`src/rtl/char_pkg.sv`:
```
// Shared constants, FSM states and grid bit ordering for the character sampler
// and the template matcher, so the char-vector layout is defined in one place.
package char_pkg;
    localparam int CHAR_W  = 40;
    localparam int COLS    = 5;
    localparam int ROWS    = 8;
    localparam int COORD_W = 12;

    typedef enum logic [1:0] {
        ST_IDLE,
        ST_SETUP,
        ST_SAMPLE,
        ST_DONE
    } state_t;

    // Raster order: row0/col0 lands in the MSB.
    function automatic logic [5:0] bit_index(input logic [2:0] row, input logic [2:0] col);
        return 6'(CHAR_W - 1 - (int'(row) * COLS + int'(col)));
    endfunction
endpackage

```
`src/rtl/char_div5.sv`:
```
// Sequential restoring divide-by-5: one quotient bit per cycle, W cycles after
// start, then a one-cycle done pulse with the quotient held until the next start.
module char_div5 #(
    parameter int W = 13
) (
    input  logic         clk,
    input  logic         rst,
    input  logic         start,
    input  logic [W-1:0] dividend,
    output logic         done,
    output logic [W-1:0] quotient
);
    localparam int CNT_W = $clog2(W + 1);

    logic [W-1:0]     acc_reg;
    logic [2:0]       rem_reg;
    logic [CNT_W-1:0] cnt_reg;
    logic             busy_reg;
    logic             done_reg;

    logic [3:0] trial;
    logic       ge;
    logic [2:0] rem_next;

    // Remainder stays below 5, so the shifted trial value fits in 4 bits.
    always_comb begin
        trial    = {rem_reg, acc_reg[W-1]};
        ge       = (trial >= 4'd5);
        rem_next = ge ? 3'(trial - 4'd5) : trial[2:0];
    end

    always_ff @(posedge clk or posedge rst) begin
        if (rst) begin
            acc_reg  <= '0;
            rem_reg  <= '0;
            cnt_reg  <= '0;
            busy_reg <= 1'b0;
            done_reg <= 1'b0;
        end else if (start) begin
            acc_reg  <= dividend;
            rem_reg  <= '0;
            cnt_reg  <= CNT_W'(W);
            busy_reg <= 1'b1;
            done_reg <= 1'b0;
        end else begin
            done_reg <= 1'b0;
            if (busy_reg) begin
                acc_reg <= {acc_reg[W-2:0], ge};
                rem_reg <= rem_next;
                cnt_reg <= cnt_reg - CNT_W'(1);
                if (cnt_reg == CNT_W'(1)) begin
                    busy_reg <= 1'b0;
                    done_reg <= 1'b1;
                end
            end
        end
    end

    assign done     = done_reg;
    assign quotient = acc_reg;
endmodule

```
`src/rtl/char_grid_sampler.sv`:
```
// Samples a binarized character box onto a 5x8 grid once per frame and emits
// the 40-bit raster-ordered char vector with a one-cycle valid pulse.
module char_grid_sampler #(
    parameter int COORD_W = 12,
    parameter int COLS    = 5,
    parameter int ROWS    = 8
) (
    input  logic               pixelclk,
    input  logic               reset,
    input  logic               i_vsync,
    input  logic               i_de,
    input  logic               i_bin,
    input  logic [COORD_W-1:0] i_hcnt,
    input  logic [COORD_W-1:0] i_vcnt,
    input  logic [COORD_W-1:0] box_left,
    input  logic [COORD_W-1:0] box_right,
    input  logic [COORD_W-1:0] box_top,
    input  logic [COORD_W-1:0] box_bottom,
    input  logic               box_valid,
    output logic [39:0]        char,
    output logic               char_valid
);
    import char_pkg::*;

    localparam int W1 = COORD_W + 1;

    state_t state_reg, state_next;

    logic               vsync_d_reg;
    logic [COORD_W-1:0] left_reg, right_reg, top_reg, bottom_reg;
    logic               bvalid_reg;
    logic [W1-1:0]      step_x_reg, step_y_reg, tx_reg, ty_reg;
    logic [2:0]         row_reg, col_reg;
    logic [39:0]        shadow_reg, shadow_next, char_reg;

    logic          vs_edge, box_ok, match, last;
    logic [W1-1:0] w_in, h_lat, step_y_new, div_q;
    logic          div_done;

    assign vs_edge    = i_vsync & ~vsync_d_reg;
    // The divider starts on the vsync edge straight from the box inputs, so
    // it runs in parallel with the validity check on the latched box.
    assign w_in       = {1'b0, box_right} - {1'b0, box_left} + W1'(1);
    assign h_lat      = {1'b0, bottom_reg} - {1'b0, top_reg} + W1'(1);
    assign step_y_new = h_lat >> 3;
    assign box_ok     = bvalid_reg
                        && ({1'b0, right_reg} >= {1'b0, left_reg} + W1'(COLS - 1))
                        && ({1'b0, bottom_reg} >= {1'b0, top_reg} + W1'(ROWS - 1));
    assign match      = i_de && ({1'b0, i_vcnt} == ty_reg) && ({1'b0, i_hcnt} == tx_reg);
    assign last       = (row_reg == 3'(ROWS - 1)) && (col_reg == 3'(COLS - 1));

    char_div5 #(.W(W1)) u_div5 (
        .clk      (pixelclk),
        .rst      (reset),
        .start    (vs_edge),
        .dividend (w_in),
        .done     (div_done),
        .quotient (div_q)
    );

    always_ff @(posedge pixelclk or posedge reset) begin
        if (reset) state_reg <= ST_IDLE;
        else       state_reg <= state_next;
    end

    always_comb begin
        state_next = state_reg;
        if (vs_edge) begin
            state_next = ST_SETUP;
        end else begin
            case (state_reg)
                ST_SETUP: begin
                    if (!box_ok)       state_next = ST_IDLE;
                    else if (div_done) state_next = ST_SAMPLE;
                end
                ST_SAMPLE: if (match && last) state_next = ST_DONE;
                ST_DONE:   state_next = ST_IDLE;
                default:   state_next = ST_IDLE;
            endcase
        end
    end

    always_comb begin
        char_valid = 1'b0;
        if (state_reg == ST_DONE) char_valid = 1'b1;
    end

    always_comb begin
        shadow_next = shadow_reg;
        shadow_next[bit_index(row_reg, col_reg)] = i_bin;
    end

    // char is loaded on the final-sample edge so it is visible together with
    // the DONE pulse; an abort edge in that same cycle suppresses the load.
    always_ff @(posedge pixelclk or posedge reset) begin
        if (reset) begin
            vsync_d_reg <= 1'b0;
            left_reg    <= '0;
            right_reg   <= '0;
            top_reg     <= '0;
            bottom_reg  <= '0;
            bvalid_reg  <= 1'b0;
            step_x_reg  <= '0;
            step_y_reg  <= '0;
            tx_reg      <= '0;
            ty_reg      <= '0;
            row_reg     <= '0;
            col_reg     <= '0;
            shadow_reg  <= '0;
            char_reg    <= '0;
        end else begin
            vsync_d_reg <= i_vsync;
            if (vs_edge) begin
                left_reg   <= box_left;
                right_reg  <= box_right;
                top_reg    <= box_top;
                bottom_reg <= box_bottom;
                bvalid_reg <= box_valid;
            end else if (state_reg == ST_SETUP) begin
                if (box_ok && div_done) begin
                    step_x_reg <= div_q;
                    step_y_reg <= step_y_new;
                    tx_reg     <= {1'b0, left_reg} + (div_q >> 1);
                    ty_reg     <= {1'b0, top_reg} + (step_y_new >> 1);
                    row_reg    <= '0;
                    col_reg    <= '0;
                    shadow_reg <= '0;
                end
            end else if (state_reg == ST_SAMPLE && match) begin
                shadow_reg <= shadow_next;
                if (col_reg == 3'(COLS - 1)) begin
                    col_reg <= '0;
                    tx_reg  <= {1'b0, left_reg} + (step_x_reg >> 1);
                    row_reg <= row_reg + 3'd1;
                    ty_reg  <= ty_reg + step_y_reg;
                end else begin
                    col_reg <= col_reg + 3'd1;
                    tx_reg  <= tx_reg + step_x_reg;
                end
                if (last) char_reg <= shadow_next;
            end
        end
    end

    assign char = char_reg;
endmodule

```
`config.mk`:
```
export PLATFORM = sky130hd
export DESIGN_NAME = char_grid_sampler
export DESIGN_NICKNAME = d
export VERILOG_FILES = /design/src/rtl/char_pkg.sv /design/src/rtl/char_div5.sv /design/src/rtl/char_grid_sampler.sv
export SDC_FILE = /design/constraint.sdc
export NUM_CORES = 1
export LEC_CHECK = 0
export CAP_MARGIN = 30
export CORE_MARGIN = 4
export CORE_UTILIZATION = 40
export CTS_BUF_LIST = sky130_fd_sc_hd__clkbuf_2 sky130_fd_sc_hd__clkbuf_4 sky130_fd_sc_hd__clkbuf_8
export CTS_CLUSTER_SIZE = 24
export DETAILED_ROUTE_END_ITERATION = 6
export PLACE_DENSITY = 0.7
export REMOVE_ABC_BUFFERS = 1
export SETUP_SLACK_MARGIN = 0.15
export SLEW_MARGIN = 20
export SYNTH_ARGS = -nofsm -noshare
export SYNTH_HDL_FRONTEND = slang
export SYNTH_SLANG_ARGS = --single-unit
```
`constraint.sdc`:
```
create_clock -name pixelclk -period 14.9 [get_ports pixelclk]
set_input_delay 2.235 -clock pixelclk [delete_from_list [all_inputs] [get_ports pixelclk]]
set_output_delay 2.235 -clock pixelclk [all_outputs]
set_load 0.01 [all_outputs]
```
==> summary.txt, run 1 <==
critical path endpoint category -> flop
NetSw -> 0.622 mW
most common cell after layout, fill and taps aside -> nand2_1
most frequent cells in the layout -> 237 x nand2_1, 209 x dfrtp_1, 174 x o21ai_0
area of the core -> 0.0355 mm2
die width -> 197 um
Clock Pin Slew Worst Setup and Hold Paths -> 0.06 ns
mapped cell area -> 0.0144 mm2
WL final -> 36.4 mm
unrepaired setup endpoints after global routing -> false
share of cells above drive strength 1 -> 8.38%
initial DRC count -> 610
FF+latch count, synth -> 209
Area contributors post-synth -> dfrtp_1 36%, ha_1 13%, nand2_1 6.2%, o21ai_0 6.1%, a21oi_1 3.9%
CTS Buffer Depth -> 3
fmax -> 209 MHz
die height -> 197 um
wire length per cell -> 16.5 um
# DRC -> 0
H-tree depth -> 2
Worst Path Arrival -> 5.22 ns
P&R area growth vs syn -> 17.5%
required time worst endpoint -> 15.33 ns
Total GRT Usage -> 18.3%
CTS tree -> yes
headroom to the max-slew limit -> 37.6%
post-CTS sizing -> 0
Net Sw Frac -> 33.9%
Tmin final -> 4.79 ns
P per Cell Area -> 109 mW/mm2
Clock Latency Late Sink -> 0.55 ns
area leader, netlist -> dfrtp_1
# diodes -> 0
final setup TNS -> 0 ns
CTS sink cnt -> 209
status -> complete, no violations
Gate power share -> 31.2%
Peak VDD IR -> 0.0560 mV
period utilisation layout -> 32.1%
average cell area after synthesis -> 8.94 um2
DRT antenna net count -> 0
critical path class -> input pin to flop
vias -> 12000
post-synth top area share -> 36.4%
Final Skew -> 0.0374 ns
initial antenna violation count -> 0
initial core utilization -> 40.5%
largest fanout on the critical path -> 81
register area share after synthesis -> 36.4%
Post-synth EDFFs -> 0
post-synthesis cell count -> 1606
FFs w/ async S/R, synth -> 100%
leakage -> 8.03 nW
row cnt -> 69
first-pass GRT wire length -> 59.4 mm
Cell Int Power -> 1.21 mW
Pins Over Slew Limit -> 0
GP Congestion -> 0.871
Clk pwr share -> 32.6%
Layout Nets -> 1950
Seq pwr share -> 36.2%
first drt pass iteration count -> 5
Synth cell types -> 82
GR Util met3 -> 2.71%
setup bufs post-CTS -> 0
cts bufs inserted -> 40
# port buffers -> 118
Top Ports -> 119
hold crit path type -> flop to flop
busiest layer in global routing -> met2
full die area -> 0.0390 mm2
Root Driver -> clkbuf_8
crit start category -> input pin
HPWL after detailed placement -> 26.6 mm
met1 GRT Util -> 25.0%
Final Hold Vio Count -> 0
total grt overflow -> 0
vias in the first global route -> 11900
Synth Flop Type -> dfrtp_1
tightest hold margin -> 0.478 ns
MaxCap Viol Count -> 0
cts hold-fix bufs -> 0
met2 GRT Util -> 29.9%
Vias/cell -> 5.44
largest net degree at the start of global routing -> 82
worst slew pin tran -> 0.934 ns
endpoints failing setup -> 0
Yosys Warn Count -> 0
routing by layer:
metal  routed length [um]  share of wire (%)  vias to the layer above
met5                    0                  0                        -
met4                 1130                3.1                        0
met3                 2140                5.9                       77
met2                16700                 46                      326
met1                16500                 45                     5675
li1                     -                  -                     5911
stage by stage:
step           setup WS, ns  cell area (um2)  cells  total power, mW  utilization (%)
2_1_floorplan          6.96            14100   1535             1.08                -
3_3_place_gp           9.69            15900   2125             1.22             44.9
3_5_place_dp           9.61            16000   2131             1.24             45.1
4_1_cts               10.17            16800   2201             1.85             47.5
5_1_grt                9.87            16900   2204             1.96             47.5
6_report              10.11            16900   2204             1.84             47.5
cells in the mapped netlist, drive strengths merged (12+ instances only):
library cell / count
xnor2: 43
dfrtp: 209
o21ai: 197
clkbuf: 53
o21a: 14
nor2: 69
mux2: 26
a21oi: 112
nor3: 22
xor2: 53
nor2b: 12
and3: 21
mux2i: 55
nand2: 238
ha: 149
a21o: 18
and2: 12
buf: 18
nor4: 12
inv: 80
nand3: 41
power groups by stage:
stage          sequential (mW)  clock (mW)  combinational [mW]
5_1_grt                  0.673       0.639               0.650
3_3_place_gp             0.677           0               0.541
4_1_cts                  0.665       0.613               0.571
3_5_place_dp             0.675           0               0.566
2_1_floorplan            0.661           0               0.423
6_report                 0.665       0.599               0.573
kinds of logic after synthesis:
logic type / share of synthesized area [%]
AO/OA/AOI/OAI: 18.2
buffers and inverters: 4.23
XOR/XNOR: 5.86
flip-flops: 36.4
multiplexers: 5.87
AND/OR/NAND/NOR: 15.3
adder cells (fa/ha/maj): 14.1
worst paths after layout:
check | startpoint | end | slack (ns) | depth (start not counted)
min | char[32] | char[32] | 0.48 | 2
max reg2reg | top_reg[0] | ty_reg[12] | 10.26 | 14
max | i_vsync | shadow_reg[2] | 10.11 | 9
min reg2reg | char[32] | char[32] | 0.48 | 2
max in group asynchronous | reset | ty_reg[8] | 10.76 | 5
min in group asynchronous | reset | char[21] | 2.16 | 2
layout make-up:
cell class | count | area [um2]
clock buffer | 62 | 741
inverter | 81 | 312
clock inverter | 8 | 96.3
tap | 461 | 577
timing repair buffer | 138 | 1370
fill | 3364 | 18600
sequential | 209 | 5230
multi-input combinational | 1245 | 8540
critical path: stages:
cell and delay [ns]:
clkdlybuf4s50_1 0.45, nor2b_4 0.14, buf_4 0.35, nor3_1 0.43, inv_1 0.08, or3_4 0.41, o31ai_4 0.08, nand3_2 0.61
o21ai_0 0.41
Note: power is estimated with default switching activity, not from simulation.
==> run 2: changes to the inputs <==
clock period = 4.8 ns   (was 14.9 ns; I/O delays follow)
==> run 2 against run 1 <==
Sequential power rose to 3.1 times the previous value. Power rose to 3.1 times the previous value. Setup slack got worse by 9.5 ns. Die area did not move. Count of clock-buffer cells in the layout rose by 1. Hold slack got worse by 0.0058 ns. Clock skew fell by 0.024 ns. Via count rose by 0.78%. Wire length rose by 1.7%. Critical endpoint is now ty_reg[5]. Highest routed layer is now met5.
==> summary.txt, run 2 (synthesis gave the netlist of run 1 again) <==
status -> complete, no violations
CTS Buffer Depth -> 3
post-route cell area -> 0.0169 mm2
Cells after DPL -> 2133
Final Core Density -> 47.6%
area of the core -> 0.0355 mm2
Vias/cell -> 5.48
headroom to the max-slew limit -> 40.5%
required time worst endpoint -> 5.22 ns
Total GRT Usage -> 18.8%
initial antenna violation count -> 1
most common cell after layout, fill and taps aside -> nand2_1
Clock Latency Late Sink -> 0.53 ns
Root Driver -> clkbuf_8
full die area -> 0.0390 mm2
H-tree depth -> 2
WL final -> 37.0 mm
vias -> 12100
DRT antenna net count -> 0
worst slew pin tran -> 0.892 ns
period utilisation layout -> 87.9%
most frequent cells in the layout -> 237 x nand2_1, 209 x dfrtp_1, 174 x o21ai_0
initial core utilization -> 40.5%
initial DRC count -> 661
die height -> 197 um
wire length per cell -> 16.8 um
vias in the first global route -> 11900
unrepaired setup endpoints after global routing -> false
die width -> 197 um
share of cells above drive strength 1 -> 8.42%
leakage -> 8.04 nW
post-CTS sizing -> 0
GP Congestion -> 0.933
P&R area growth vs syn -> 17.6%
hold crit path type -> flop to flop
Tmin final -> 4.22 ns
HPWL after detailed placement -> 26.7 mm
first drt pass iteration count -> 5
setup bufs post-CTS -> 0
setup slack after placement -> 0.578 ns
first-pass GRT wire length -> 61.0 mm
critical path endpoint category -> flop
largest fanout on the critical path -> 42
Worst Path Arrival -> 4.63 ns
Layout Nets -> 1954
fmax -> 237 MHz
setup ws final -> 0.581 ns
# diodes -> 0
Final Skew -> 0.0138 ns
Top Ports -> 119
Peak VDD IR -> 0.180 mV
Post-Layout Cell Count -> 2206
tightest hold margin -> 0.472 ns
endpoints failing setup -> 0
Final Hold Vio Count -> 0
# port buffers -> 118
total grt overflow -> 0
cts hold-fix bufs -> 0
final setup TNS -> 0 ns
CTS sink cnt -> 209
critical path class -> flop to flop
total power -> 5.75 mW
# DRC -> 0
Pins Over Slew Limit -> 0
crit start category -> flop
cts bufs inserted -> 41
cell area after placement -> 0.0160 mm2
CTS tree -> yes
Clock Pin Slew Worst Setup and Hold Paths -> 0.06 ns
row cnt -> 69
MaxCap Viol Count -> 0
largest net degree at the start of global routing -> 111
P per Cell Area -> 341 mW/mm2
Worst R2R Setup Slack -> 0.58 ns
[run 2: worst max-delay path, stage by stage, from the launching register on]
cell     delay [ns]
dfrtp_1        0.40
inv_1          0.12
ha_1           0.22
a21oi_1        0.53
nand4_1        0.19
xnor2_1        0.16
ha_1           0.30
a21o_1         0.16
a21oi_1        0.14
o21ai_0        0.10
a21oi_1        0.70
o31a_1         0.23
buf_4          0.38
nor2_4         0.16
mux2_2         0.32
[run 2: area by class of cell]
cell class | instances | area [um2]
well taps | 461 | 577
multi-input cells | 1245 | 8540
clock buffers | 63 | 798
clock inverters | 6 | 55.1
inverters | 81 | 312
flip-flops and latches | 209 | 5230
fillers | 3411 | 18600
repair buffers | 141 | 1370
[run 2: worst paths after layout]
check,startpoint,endpoint,cells past startpoint
hold reg to reg,char[33],char[33],2
max in group asynchronous,reset,right_reg[2],3
hold / removal,char[33],char[33],2
setup reg to reg,top_reg[1],ty_reg[5],14
min in group asynchronous,reset,bottom_reg[1],2
setup / recovery,top_reg[1],ty_reg[5],14
[run 2: layer usage]
layer | part of all wire, % | up-vias | track usage, %
met2 | 46 | 316 | 30.5
li1 | - | 5905 | -
met4 | 3.3 | 2 | 6.27
met1 | 45 | 5789 | 25.8
met3 | 5.8 | 70 | 3.04
met5 | 0.030 | - | 0
[run 2: power breakdown]
group	switching (mW)	internal, mW
clock	0.784	1.11
sequential	0.160	1.90
combinational	1.02	0.777
total	1.97	3.79
==> run 3: changes to the inputs <==
DONT_BUFFER_PORTS = 1   (was not set)
PLACE_DENSITY = 0.65   (was 0.7)
clock period = 5.1 ns   (was 4.8 ns; I/O delays follow)
==> run 3 against run 2 <==
Critical endpoint is now shadow_reg[34]. Critical path type unchanged. Largest power group unchanged. Wire length fell by 0.49%. Clock power fell by 13%. Cell count fell by 5.7%. Non-clock buffer count fell by 120. Maximum frequency fell by 1.3%. Die area did not move. Critical path depth rose by 1.
==> summary.txt, run 3 (synthesis gave the netlist of run 1 again) <==
status -> complete, no violations
initial antenna violation count -> 1
Worst Path Arrival -> 4.69 ns
hold crit path type -> input pin to async pin
initial DRC count -> 682
MaxCap Viol Count -> 0
post-CTS sizing -> 0
required time worst endpoint -> 5.51 ns
die width -> 197 um
die height -> 197 um
cts bufs inserted -> 40
HPWL after detailed placement -> 26.4 mm
H-tree depth -> 2
largest net degree at the start of global routing -> 137
most frequent cells in the layout -> 237 x nand2_1, 209 x dfrtp_1, 174 x o21ai_0
DRT antenna net count -> 0
P&R area growth vs syn -> 8.73%
most common cell after layout, fill and taps aside -> nand2_1
unrepaired setup endpoints after global routing -> false
Tmin final -> 4.28 ns
row cnt -> 69
WL met2 -> 16.8 mm
largest fanout on the critical path -> 33
crit path cell chain -> inv_1 -> ha_1 -> a21oi_1 -> nand4_1 -> xnor2_1 -> ha_1 -> a21o_1 -> a21oi_1 -> o21ai_0 -> a21oi_1 -> buf_4 -> o31a_2 -> buf_4 -> o21ai_0 -> o21ai_0
Post-Layout Cell Count -> 2080
critical path endpoint category -> flop
share of cells above drive strength 1 -> 8.71%
# port buffers -> 0
Pins Over Slew Limit -> 0
largest stage delay on the critical path -> 0.69 ns
cts hold-fix bufs -> 0
Final Skew -> 0.0321 ns
setup bufs post-CTS -> 0
period utilisation layout -> 83.8%
Worst path slowest cell -> o31a_2
full die area -> 0.0390 mm2
Top Ports -> 119
vias in the first global route -> 11300
CTS sink cnt -> 209
top layer in use -> met4
first drt pass iteration count -> 5
Layout Nets -> 1833
met3 wire length -> 2.37 mm
P per Cell Area -> 333 mW/mm2
vias -> 11500
GP Congestion -> 0.901
wire length per cell -> 17.7 um
CTS Buffer Depth -> 3
first-pass GRT wire length -> 59.0 mm
total grt overflow -> 0
critical path class -> flop to flop
Clock Latency Late Sink -> 0.54 ns
Cells after DPL -> 2013
fmax -> 234 MHz
# DRC -> 0
Final Core Density -> 44.0%
Final Hold Vio Count -> 0
initial core utilization -> 40.5%
WL final -> 36.8 mm
Filler Cell Count -> 3442
Total GRT Usage -> 18.4%
CTS tree -> yes
Peak VDD IR -> 0.197 mV
Clock Pin Slew Worst Setup and Hold Paths -> 0.06 ns
tightest hold margin -> 0.0609 ns
crit start category -> flop
Post-Route M1 WL -> 16.5 mm
leakage -> 7.55 nW
headroom to the max-slew limit -> 44.5%
Root Driver -> clkbuf_8
Vias/cell -> 5.55
worst slew pin tran -> 0.833 ns
endpoints failing setup -> 0
area of the core -> 0.0355 mm2
run 3: through the flow:
stage / power (mW) / cell area [um2] / TNS, ns / setup slack [ns]
2_1_floorplan: 3.17 / 14100 / -287.31 / -1.37
5_1_grt: 5.57 / 15600 / 0 / 0.499
3_5_place_dp: 3.56 / 14800 / 0 / 0.902
6_report: 5.20 / 15600 / 0 / 0.825
4_1_cts: 5.24 / 15600 / 0 / 0.869
3_3_place_gp: 3.52 / 14800 / 0 / 0.914
run 3: worst max-delay path: cells and delay by family, from the launching register on:
family	cells	cell delay [ns]
xor gates and xnor gates	1	0.21
DFF	1	0.40
and+or+nand+nor	1	0.19
buffers and inverters	3	0.70
AOI/OAI and AO/OA	8	2.13
adders and majority gates	2	0.51
run 3: layer usage:
metal	GRT usage (%)	vias up
met1	24.8	5500
met5	0	-
met2	29.9	305
met3	3.62	68
li1	-	5672
met4	5.91	0
run 3: report_power, final:
group | switching, mW | internal (mW) | total, mW
combinational | 0.933 | 0.683 | 1.62
clock | 0.704 | 0.933 | 1.64
sequential | 0.153 | 1.79 | 1.95
run 3: final cells by class:
type                       instances  area [um2]  share of cell area [%]
antenna                            1        2.50                  0.0160
sequential                       209        5230                    33.5
clock buffer                      59         756                    4.84
timing repair buffer              21         173                    1.11
multi-input combinational       1245        8550                    54.8
clock inverter                     3        15.0                  0.0962
tap                              461         577                    3.69
inverter                          81         312                    2.00
run 3: final timing paths:
check	from	end	cells after the start	slack, ns
max in group asynchronous	reset	shadow_reg[17]	2	4.16
worst max-delay path	top_reg[1]	shadow_reg[34]	15	0.82
worst min-delay path	reset	char[37]	1	0.06
min in group pixelclk	i_vsync	vsync_d_reg	0	0.26
worst max register to register	top_reg[1]	shadow_reg[34]	15	0.82
worst min register to register	right_reg[8]	right_reg[8]	2	0.49
